===== src/rtl/biphase_frame_rx_if.sv =====
// Biphase frame receiver bus: decoded-bit input side, FIFO output side and
// the error pulses. "slave" is the receiver, "master" is the bit source/consumer.
interface biphase_frame_rx_if #(
  parameter int DATA_BITS  = 8,
  parameter int FIFO_DEPTH = 4
);
  localparam int LW = $clog2(FIFO_DEPTH) + 1;

  logic                 bit_valid;
  logic                 bit_data;
  logic                 bit_error;
  logic                 out_valid;
  logic                 out_ready;
  logic [DATA_BITS-1:0] out_data;
  logic [LW-1:0]        fifo_level;
  logic                 frame_error;
  logic                 parity_error;
  logic                 overrun;

  modport slave (
    input  bit_valid, bit_data, bit_error, out_ready,
    output out_valid, out_data, fifo_level, frame_error, parity_error, overrun
  );

  modport master (
    output bit_valid, bit_data, bit_error, out_ready,
    input  out_valid, out_data, fifo_level, frame_error, parity_error, overrun
  );
endinterface


===== src/rtl/biphase_frame_rx.sv =====
// Frame assembler for decoded biphase NRZ bits: start, DATA_BITS LSB-first,
// optional odd parity, stop. Good frames land in a small output FIFO.
// Optional feature: define BIPHASE_FRAME_RX_PARITY_EN to add the odd-parity bit.
module biphase_frame_rx #(
  parameter int DATA_BITS      = 8,
  parameter int FIFO_DEPTH     = 4,
  parameter int TIMEOUT_CYCLES = 1800
) (
  input logic clk,
  input logic rst,
  biphase_frame_rx_if.slave bus
);
  localparam int PW = $clog2(FIFO_DEPTH);
  localparam int LW = PW + 1;
  localparam int IW = $clog2(DATA_BITS);
  localparam int TW = $clog2(TIMEOUT_CYCLES);

`ifdef BIPHASE_FRAME_RX_PARITY_EN
  typedef enum logic [1:0] {IDLE, DATA, PARITY, STOP} state_t;
`else
  typedef enum logic [1:0] {IDLE, DATA, STOP} state_t;
`endif

  state_t               state_q;
  logic [IW-1:0]        idx_q;
  logic [TW-1:0]        tmo_q;
  logic [DATA_BITS-1:0] shift_q;
  logic                 fe_q, ov_q;
`ifdef BIPHASE_FRAME_RX_PARITY_EN
  logic                 bad_q, pe_q;
`endif

  logic [DATA_BITS-1:0] mem_q [FIFO_DEPTH];
  logic [PW-1:0]        wr_q, rd_q;
  logic [LW-1:0]        cnt_q, cnt_d;

  logic full, pop, stop_ok, push;

  assign full = (cnt_q == LW'(FIFO_DEPTH));
  assign pop  = (cnt_q != '0) && bus.out_ready;

  // A frame is complete and clean when a good stop bit arrives with no error.
  always_comb begin
    stop_ok = (state_q == STOP) && bus.bit_valid && !bus.bit_error && bus.bit_data;
`ifdef BIPHASE_FRAME_RX_PARITY_EN
    stop_ok = stop_ok && !bad_q;
`endif
  end

  // A full FIFO can still take the frame when the consumer pops the same cycle.
  assign push = stop_ok && (!full || pop);

  // Framing FSM; error pulses are registered and cleared every cycle.
  always_ff @(posedge clk) begin
    if (rst) begin
      state_q <= IDLE;
      idx_q   <= '0;
      tmo_q   <= '0;
      shift_q <= '0;
      fe_q    <= 1'b0;
      ov_q    <= 1'b0;
`ifdef BIPHASE_FRAME_RX_PARITY_EN
      bad_q   <= 1'b0;
      pe_q    <= 1'b0;
`endif
    end else begin
      fe_q <= 1'b0;
      ov_q <= 1'b0;
`ifdef BIPHASE_FRAME_RX_PARITY_EN
      pe_q <= 1'b0;
`endif
      if (state_q == IDLE) begin
        tmo_q <= '0;
        // A coincident bit_error voids the bit, so it cannot act as a start bit.
        if (bus.bit_valid && !bus.bit_error && !bus.bit_data) begin
          state_q <= DATA;
          idx_q   <= '0;
`ifdef BIPHASE_FRAME_RX_PARITY_EN
          bad_q   <= 1'b0;
`endif
        end
      end else if (bus.bit_error) begin
        fe_q    <= 1'b1;
        state_q <= IDLE;
        tmo_q   <= '0;
      end else if (bus.bit_valid) begin
        tmo_q <= '0;
        case (state_q)
          DATA: begin
            shift_q[idx_q] <= bus.bit_data;
            if (idx_q == IW'(DATA_BITS - 1)) begin
`ifdef BIPHASE_FRAME_RX_PARITY_EN
              state_q <= PARITY;
`else
              state_q <= STOP;
`endif
            end else begin
              idx_q <= idx_q + 1'b1;
            end
          end
`ifdef BIPHASE_FRAME_RX_PARITY_EN
          PARITY: begin
            // Odd parity: data ones plus parity bit must be odd.
            bad_q   <= ~(^{shift_q, bus.bit_data});
            state_q <= STOP;
          end
`endif
          STOP: begin
            state_q <= IDLE;
            if (!bus.bit_data)  fe_q <= 1'b1;
`ifdef BIPHASE_FRAME_RX_PARITY_EN
            else if (bad_q)     pe_q <= 1'b1;
`endif
            else if (!push)     ov_q <= 1'b1;
          end
          default: state_q <= IDLE;
        endcase
      end else if (tmo_q == TW'(TIMEOUT_CYCLES - 1)) begin
        fe_q    <= 1'b1;
        state_q <= IDLE;
        tmo_q   <= '0;
      end else begin
        tmo_q <= tmo_q + 1'b1;
      end
    end
  end

  // Occupancy: simultaneous push and pop leaves the level unchanged.
  always_comb begin
    cnt_d = cnt_q;
    if (push && !pop)      cnt_d = cnt_q + 1'b1;
    else if (!push && pop) cnt_d = cnt_q - 1'b1;
  end

  // Output FIFO storage and pointers; pointers wrap naturally (power-of-two depth).
  always_ff @(posedge clk) begin
    if (rst) begin
      wr_q  <= '0;
      rd_q  <= '0;
      cnt_q <= '0;
      for (int i = 0; i < FIFO_DEPTH; i++) mem_q[i] <= '0;
    end else begin
      cnt_q <= cnt_d;
      if (push) begin
        mem_q[wr_q] <= shift_q;
        wr_q        <= wr_q + 1'b1;
      end
      if (pop) rd_q <= rd_q + 1'b1;
    end
  end

  assign bus.out_valid   = (cnt_q != '0);
  assign bus.out_data    = mem_q[rd_q];
  assign bus.fifo_level  = cnt_q;
  assign bus.frame_error = fe_q;
  assign bus.overrun     = ov_q;
`ifdef BIPHASE_FRAME_RX_PARITY_EN
  assign bus.parity_error = pe_q;
`else
  assign bus.parity_error = 1'b0;
`endif
endmodule


===== src/flat_wrapper.sv =====
// flat-port wrapper written by rule: the top's interface ports become plain ports
module biphase_frame_rx_flat 
#(
  parameter int DATA_BITS      = 8,
  parameter int FIFO_DEPTH     = 4,
  parameter int TIMEOUT_CYCLES = 1800
)
  (clk, rst, bus_bit_valid, bus_bit_data, bus_bit_error, bus_out_ready, bus_out_valid, bus_out_data, bus_fifo_level, bus_frame_error, bus_parity_error, bus_overrun);
  biphase_frame_rx_if #(.DATA_BITS(DATA_BITS), .FIFO_DEPTH(FIFO_DEPTH)) bus_i ();
  input logic clk;
  input logic rst;
  input wire logic [$bits(bus_i.bit_valid)-1:0] bus_bit_valid;
  input wire logic [$bits(bus_i.bit_data)-1:0] bus_bit_data;
  input wire logic [$bits(bus_i.bit_error)-1:0] bus_bit_error;
  input wire logic [$bits(bus_i.out_ready)-1:0] bus_out_ready;
  output wire logic [$bits(bus_i.out_valid)-1:0] bus_out_valid;
  output wire logic [$bits(bus_i.out_data)-1:0] bus_out_data;
  output wire logic [$bits(bus_i.fifo_level)-1:0] bus_fifo_level;
  output wire logic [$bits(bus_i.frame_error)-1:0] bus_frame_error;
  output wire logic [$bits(bus_i.parity_error)-1:0] bus_parity_error;
  output wire logic [$bits(bus_i.overrun)-1:0] bus_overrun;
  assign bus_i.bit_valid = bus_bit_valid;
  assign bus_i.bit_data = bus_bit_data;
  assign bus_i.bit_error = bus_bit_error;
  assign bus_i.out_ready = bus_out_ready;
  assign bus_out_valid = bus_i.out_valid;
  assign bus_out_data = bus_i.out_data;
  assign bus_fifo_level = bus_i.fifo_level;
  assign bus_frame_error = bus_i.frame_error;
  assign bus_parity_error = bus_i.parity_error;
  assign bus_overrun = bus_i.overrun;
  biphase_frame_rx #(.DATA_BITS(DATA_BITS), .FIFO_DEPTH(FIFO_DEPTH), .TIMEOUT_CYCLES(TIMEOUT_CYCLES)) u_core (.clk(clk), .rst(rst), .bus(bus_i));
endmodule

===== config.mk =====
export PLATFORM = sky130hd
export DESIGN_NAME = biphase_frame_rx_flat
export DESIGN_NICKNAME = d
export VERILOG_FILES = /design/src/rtl/biphase_frame_rx_if.sv /design/src/rtl/biphase_frame_rx.sv /design/src/flat_wrapper.sv
export SDC_FILE = /design/constraint.sdc
export NUM_CORES = 1
export LEC_CHECK = 0
export BUFFER_PORTS_ARGS = -buffer_cell sky130_fd_sc_hd__buf_2
export CAP_MARGIN = 15
export CORE_MARGIN = 4
export CORE_UTILIZATION = 40
export CTS_BUF_LIST = sky130_fd_sc_hd__clkbuf_8
export CTS_CLUSTER_DIAMETER = 30
export DETAILED_ROUTE_END_ITERATION = 6
export PLACE_DENSITY = 0.62
export SLEW_MARGIN = 20
export SYNTH_ARGS = -nofsm -noshare
export SYNTH_HDL_FRONTEND = slang
export SYNTH_SLANG_ARGS = --single-unit

===== constraint.sdc =====
create_clock -name clk -period 3.1 [get_ports clk]
set_clock_uncertainty 0.15 [all_clocks]
set_input_delay 0.31 -clock clk [delete_from_list [all_inputs] [get_ports clk]]
set_output_delay 0.31 -clock clk [all_outputs]
set_load 0.01 [all_outputs]

==> run metrics, run 1 <==
Leakage=1.18 nW; first-pass GRT wire length=9950 um; # rows=31; sequential area share after synthesis=53.2%; Yosys Warn Count=0; fill cell count=681; post-synthesis net count=291; kind of critical path=reg2reg; Synth Flop Type=dfxtp_1; grt total ovfl=0; Max Cap Viol=0; Worst slew margin=46.7%; Routed Antenna Nets=0; DRC Markers=0; minimum clock period=2.42 ns; largest net degree at the start of global routing=22; unrepaired setup endpoints after global routing=no; clk root buf=clkbuf_8; CP Launch Type=flip-flop; worst hold path type=in2reg; Yosys reg bits=67; Starting Density=42.2%; final worst-path cycle share=78.0%; Worst EP arrival=2.54 ns; fmax=413 MHz; Least-Margin Pin Slew=approximately 0.80 ns; placed insts=387; final core occ=46.9%; initial antenna violation count=0; pwr dens=460 nW/um2; Total Routing Usage GR=14.3%; switching share of power=22.2%; Bufs and invs on worst path=1; CP cell instances=nand4bb_1 > nor3_1 > ha_1 > inv_1 > fa_1 > xor2_1 > or3_1 > a21oi_1; Die W=about 96 um; hold_buf cts=0; fin nets=310; maximum fanout along the worst path=10; peak supply drop=between 0.2 and 0.25 mV; Top delay family on crit path=simple AND/OR/NAND/NOR gates; Final Max Slew Viols=0; worst slack, placed=0.662 ns; Routability Congestion=between 0.7 and 0.8; layout cell share with drive strength beyond 1=18.4%; Layout Area Growth over Synthesis=11.3%; clock buffer depth=2; PortBufs=19; Max Used Layer=met4; DR pass1 iterations=4; crit-path max cell delay=0.49 ns; post-synth top area cell=edfxtp_1; buffer count from post-CTS setup fixing=0; Clk Latency, worst-skew pair=0.34 ns; CP Capture Type=flip-flop; setup slack after layout=0.681 ns; IO Pins=21; TritonCTS Buffers=9; Metal-1 WL=between 2000 and 3000 um; Post-Layout Cell Count=403; Clk pwr share=a little over a third; endpoints failing setup=0; status=complete, no violations; routed wl met3=between 200 and 250 um; Post-synth EDFFs=32; DIE HEIGHT=96.4 um; CTS clk-pin slew, worst paths=~0.060 ns; Final HPWL DP=4030 um; Core Area=7410 um2; WL final=around 6000 um; internal power=1.24 mW; Area contributors post-synth=edfxtp_1 (31%), dfxtp_1 (22%), mux4_2 (5.8%); Vias=roughly 2,100; Setup TNS=0 ns; met2 WL=2760 um; H-tree depth=3; Mapped Cells=280; drt initial violations=between 100 and 150; TritonCTS Sinks=67; switching power=0.355 mW; Ant. Diodes=0; Critical Path RT=3.22 ns; Synth Area per Inst=11.2 um2; Comb pwr share=3.9%; sequential share of power=between 50% and 60%; Hold Fails Final Rpt=0; Die ar.=9290 um2; Commonest cells post-synth=dfxtp_1 (35), edfxtp_1 (32), nor3_1 (25); sequential cell area=1660 um2; cell with the most instances after synthesis=dfxtp_1; vias in the first global route=2,074; netlist area before placement=3120 um2; top-area cell type share of the netlist area=between 30 and 40%; CP max stage cell=dfxtp_1; CTS tree=yes; Multi-input gate area=1320 um2; Routed wire per std cell=roughly 15 um; PostCTS Resize Cnt=0; post-synth cell types=46; vias per cell=5.31; ys async rst share=0%
## power groups by stage
stage / Sequential [mW] / Clock [mW] / Combinational, mW
finish: 0.952 / 0.584 / 0.0619
global route: 0.954 / 0.643 / 0.0683
global placement: 0.971 / 0 / 0.0624
floorplan: 0.969 / 0 / 0.0410
detailed placement: 0.972 / 0 / 0.0630
CTS: 0.952 / 0.601 / 0.0631
## sequential cells by signal, summed over array words and instances (netlist names), named ones only
register and flops:
u_core.tmo_q 11, u_core.idx_q 3, u_core.state_q 2, u_core.wr_q 2, u_core.shift_q 8, u_core.bus.frame_error 1, u_core.mem_q 32, u_core.bus.fifo_level 3
u_core.bus.overrun 1, u_core.rd_q 2
## routing by layer
metal  track usage [%]  vias to the layer above
li1                  -                     1096
met1              18.7                     1001
met2              22.3                       32
met3              3.28                        9
met4              7.01                        0
met5                 0                        -
## kinds of logic (layout without fill, tap and decap cells)
kind of cell	Yosys count	after routing	synth area share, %
AO/OA/AOI/OAI	35	35	7.45
XOR/XNOR	7	7	1.96
adder cells (fa/ha/maj)	5	5	2.24
buffers and inverters	36	60	4.69
flip-flops	67	67	53.2
multiplexers	20	20	9.70
other	1	1	0.120
AND/OR/NAND/NOR	109	109	20.6
## cell type report
cell class / count / share of cell area, %
clock inverters: 7 / 0.900
multi-input cells: 177 / 37.8
inverters: 17 / 1.84
well taps: 99 / 3.57
flip-flops and latches: 67 / 47.8
clock buffers: 9 / 3.57
repair buffers: 27 / 4.47
## worst reg2reg max path: cells and delay by family, from the launching register on
kind            cells  cell delay, ns
simple gates        3            0.77
compound gates      1            0.14
buf+inv             1            0.06
xor+xnor            1            0.16
fa+ha+maj           2            0.58
flops               1            0.49
## path summary, 6_finish.rpt
check,from,to,slack (ns),cells after the start
worst max register to register,u_core.state_q[1],u_core.bus.fifo_level[2],0.68,8
worst min register to register,u_core.tmo_q[0],u_core.tmo_q[0],0.31,1
worst max-delay path,u_core.state_q[1],u_core.bus.fifo_level[2],0.68,8
worst min-delay path,bus_bit_error,u_core.state_q[1],0.11,2
## layout by cell type (no fill, tap or decap), types with 2 or more instances in the layout
cell type / netlist / layout
or3_1: 5 / 5
and3_1: 5 / 5
nand4bb_1: 2 / 2
xor2_1: 6 / 6
and4bb_2: 3 / 3
a211oi_1: 7 / 7
buf_2: 6 / 19
nand4_1: 5 / 5
or4_1: 6 / 6
nand4b_1: 6 / 6
nand3_1: 4 / 4
nor2_1: 18 / 18
a21oi_1: 6 / 6
clkbuf_8: 0 / 9
edfxtp_1: 32 / 32
buf_4: 1 / 8
nor3_1: 25 / 25
mux2_2: 2 / 2
nand2_1: 17 / 17
o311ai_0: 3 / 3
ha_1: 4 / 4
o21ai_0: 11 / 11
inv_1: 17 / 21
nor4_1: 2 / 2
o31ai_1: 5 / 5
dfxtp_1: 35 / 35
mux2i_1: 10 / 10
mux4_2: 8 / 8
## through the flow
stage                     hold slack (ns)  instance area, um2  total power [mW]
after floorplan                     0.238                3120              1.01
after global placement              0.299                3320              1.03
after detailed placement            0.302                3320              1.04
after CTS                          0.0778                3470              1.62
after global routing                0.101                3470              1.66
final                               0.106                3470              1.60
Power figures use the tool's default switching activity.
==> inputs of run 2 (changes only) <==
Settings changed: ABC_AREA set to 1, PLACE_DENSITY 0.62 to 0.64.
Clock period 3.1 ns to 1.95 ns, I/O delays scaled along.
==> run metrics, run 2 <==
status=complete, no violations; vias per cell=4.73; Die W=95.1 um; Synth Area in Simple Gates=between 20 and 25%; Worst EP arrival=2.00 ns; r2r endpoint=u_core.bus.fifo_level[2]; Leakage=1.51 nW; Routability Congestion=0.814; unrepaired setup endpoints after global routing=yes; max reg flops=32; fin nets=422; Final HPWL DP=4510 um; Area contributors post-synth=edfxtp_1 (32%), dfxtp_1 (23%), nor2_1 (9.3%); WHS Path Cells=4; post-synth top area cell=edfxtp_1; commonest cells after routing, fill and taps aside=nor2_1 (75), nand2_1 (54), inv_1 (40), edfxtp_1 (32), dfxtp_1 (30); ys async rst share=0%; H-tree depth=3; CTS tree=yes; Yosys reg bits=67; post-synthesis net count=370; largest net degree at the start of global routing=17; Layout Area Growth over Synthesis=21.0%; final instance area=3670 um2; Vias=2,435; Routed Antenna Nets=0; vias in the first global route=2,338; setup slack after layout=0.0465 ns; Synth Area per Inst=8.45 um2; Mapped Cells=359; Commonest cells post-synth=nor2_1 (75), nand2_1 (56), inv_1 (45); final worst-path cycle share=97.6%; reg2reg path depth=12; Hold Crit Endpoint=u_core.bus.frame_error; Synth Area in Adders=2.31%; largest registers=u_core.mem_q x32, u_core.tmo_q x11, u_core.shift_q x8; CP Launch Type=flip-flop; minimum clock period=1.90 ns; hold_sp=bus_bit_error; post-synthesis mux area share=0%; worst slack, placed=-0.122 ns; Total Routing Usage GR=between 10% and 20%; post-synthesis xor/xnor area fraction=1.73%; # rows=31; Post-Layout Cell Count=515; worst hold path type=in2reg; Die ar.=9040 um2; r2r startpoint=u_core.state_q[0]; DIE HEIGHT=95.1 um; initial antenna violation count=0; placed cell area=3420 um2; WL final=between 6000 and 7000 um; Final Max Slew Viols=0; commonest non-fill, non-tap cell in the layout=nor2_1; endpoints failing setup=0; Clk Latency, worst-skew pair=between 0.3 and 0.4 ns; Post-synth EDFFs=32; Hold Fails Final Rpt=0; Yosys Warn Count=0; PortBufs=19; Starting Density=41.6%; worst setup path start=u_core.state_q[0]; IO Pins=21; clk root buf=clkbuf_8; fmax=525 MHz; TritonCTS Buffers=9; grt total ovfl=0; CP Capture Type=flip-flop; DR pass1 iterations=4; kind of critical path=reg2reg; DRC Markers=0; Synth Flop Type=dfxtp_1; placed insts=495; flop-to-flop setup slack=0.05 ns; drt initial violations=154; first-pass GRT wire length=about 11,000 um; Core Area=~7300 um2; largest family of logic cells by synthesized area=simple AND/OR/NAND/NOR gates; largest reg by FF count=u_core.mem_q; clock buffer depth=2; Final Hold Slack=about 0.055 ns; sequential area share after synthesis=54.8%; top-area cell type share of the netlist area=31.7%; layout cell share with drive strength beyond 1=21.2%; CTS clk-pin slew, worst paths=0.07 ns; Max Cap Viol=0; netlist area before placement=between 3000 and 4000 um2; post-synth cell types=29; Routed wire per std cell=12.5 um; cell with the most instances after synthesis=nor2_1; TritonCTS Sinks=67; Power Total=4.07 mW; Setup TNS=0 ns; Ant. Diodes=0; Critical Path RT=2.04 ns; Synth Area in Compound Gates=a little under a tenth; maximum fanout along the worst path=2; peak supply drop=0.670 mV; pwr dens=1110 nW/um2; final core occ=50.3%
-- run 2: changes by cell type in the layout (fill, tap and decap cells not counted), moves of 8 or more --
cell     delta
buf_4      +20
inv_1      +19
mux2i_1    -10
mux4_2      -8
nand2_1    +37
nor2_1     +57
o21ai_0    +18
o22ai_1     +9
-- run 2: worst max-delay path by stage --
stage | to | slack [ns]
floorplan | u_core.bus.fifo_level[2] | 0.01
global placement | u_core.bus.fifo_level[2] | -0.06
detailed placement | u_core.bus.fifo_level[2] | -0.12
CTS | u_core.bus.fifo_level[2] | 0.002
global route | u_core.bus.fifo_level[2] | -0.08
finish | u_core.bus.fifo_level[2] | 0.05
-- run 2: cells by family (layout without fill, tap and decap cells) --
kind of cell,count (synthesis),in the layout
xor gates and xnor gates,6,6
and+or+nand+nor,170,170
other,1,1
DFF,67,67
adders and majority gates,5,5
AOI/OAI and AO/OA,54,54
buffers and inverters,56,113
-- run 2: what timing repair did --
item | 4_1_cts | 5_1_grt
setup buffers | 0 | 3
gates resized for setup | 3 | 12
endpoints found under the setup margin | 1 | 3
hold buffers | 1 | 0
endpoints found under the hold margin | 1 | 0
-- run 2: cell type report --
class | count | area, um2
Clock buffer | 9 | 124
Clock inverter | 7 | 51.3
Fill cell | 739 | 3620
Inverter | 48 | 186
Multi-Input combinational cell | 236 | 1190
Sequential cell | 67 | 1670
Tap cell | 99 | 124
Timing Repair Buffer | 49 | 323
-- run 2: worst max-delay path: stages (launching register included) --
cell and delay [ns]:
dfxtp_2 0.33, inv_2 0.05, nand2_2 0.05, nor3_4 0.18, nand2_4 0.08, inv_4 0.07, ha_4 0.12, inv_2 0.04
fa_2 0.35, a21oi_2 0.14, o21ai_2 0.08, o21ai_2 0.11, a21oi_1 0.04
-- run 2: power by group --
part	internal [mW]	total (mW)	switching (mW)	leakage [nW]
combinational	0.521	1.31	0.785	0.809
clock	0.467	1.04	0.577	0.0860
sequential	1.62	1.72	0.0991	0.616
-- run 2: metal layers --
layer | GRT usage [%] | wire length [um]
met1 | 19.6 | 3090
met3 | 4.74 | 185
met5 | 0 | 0
met2 | 25.3 | 3080
met4 | 5.77 | 67
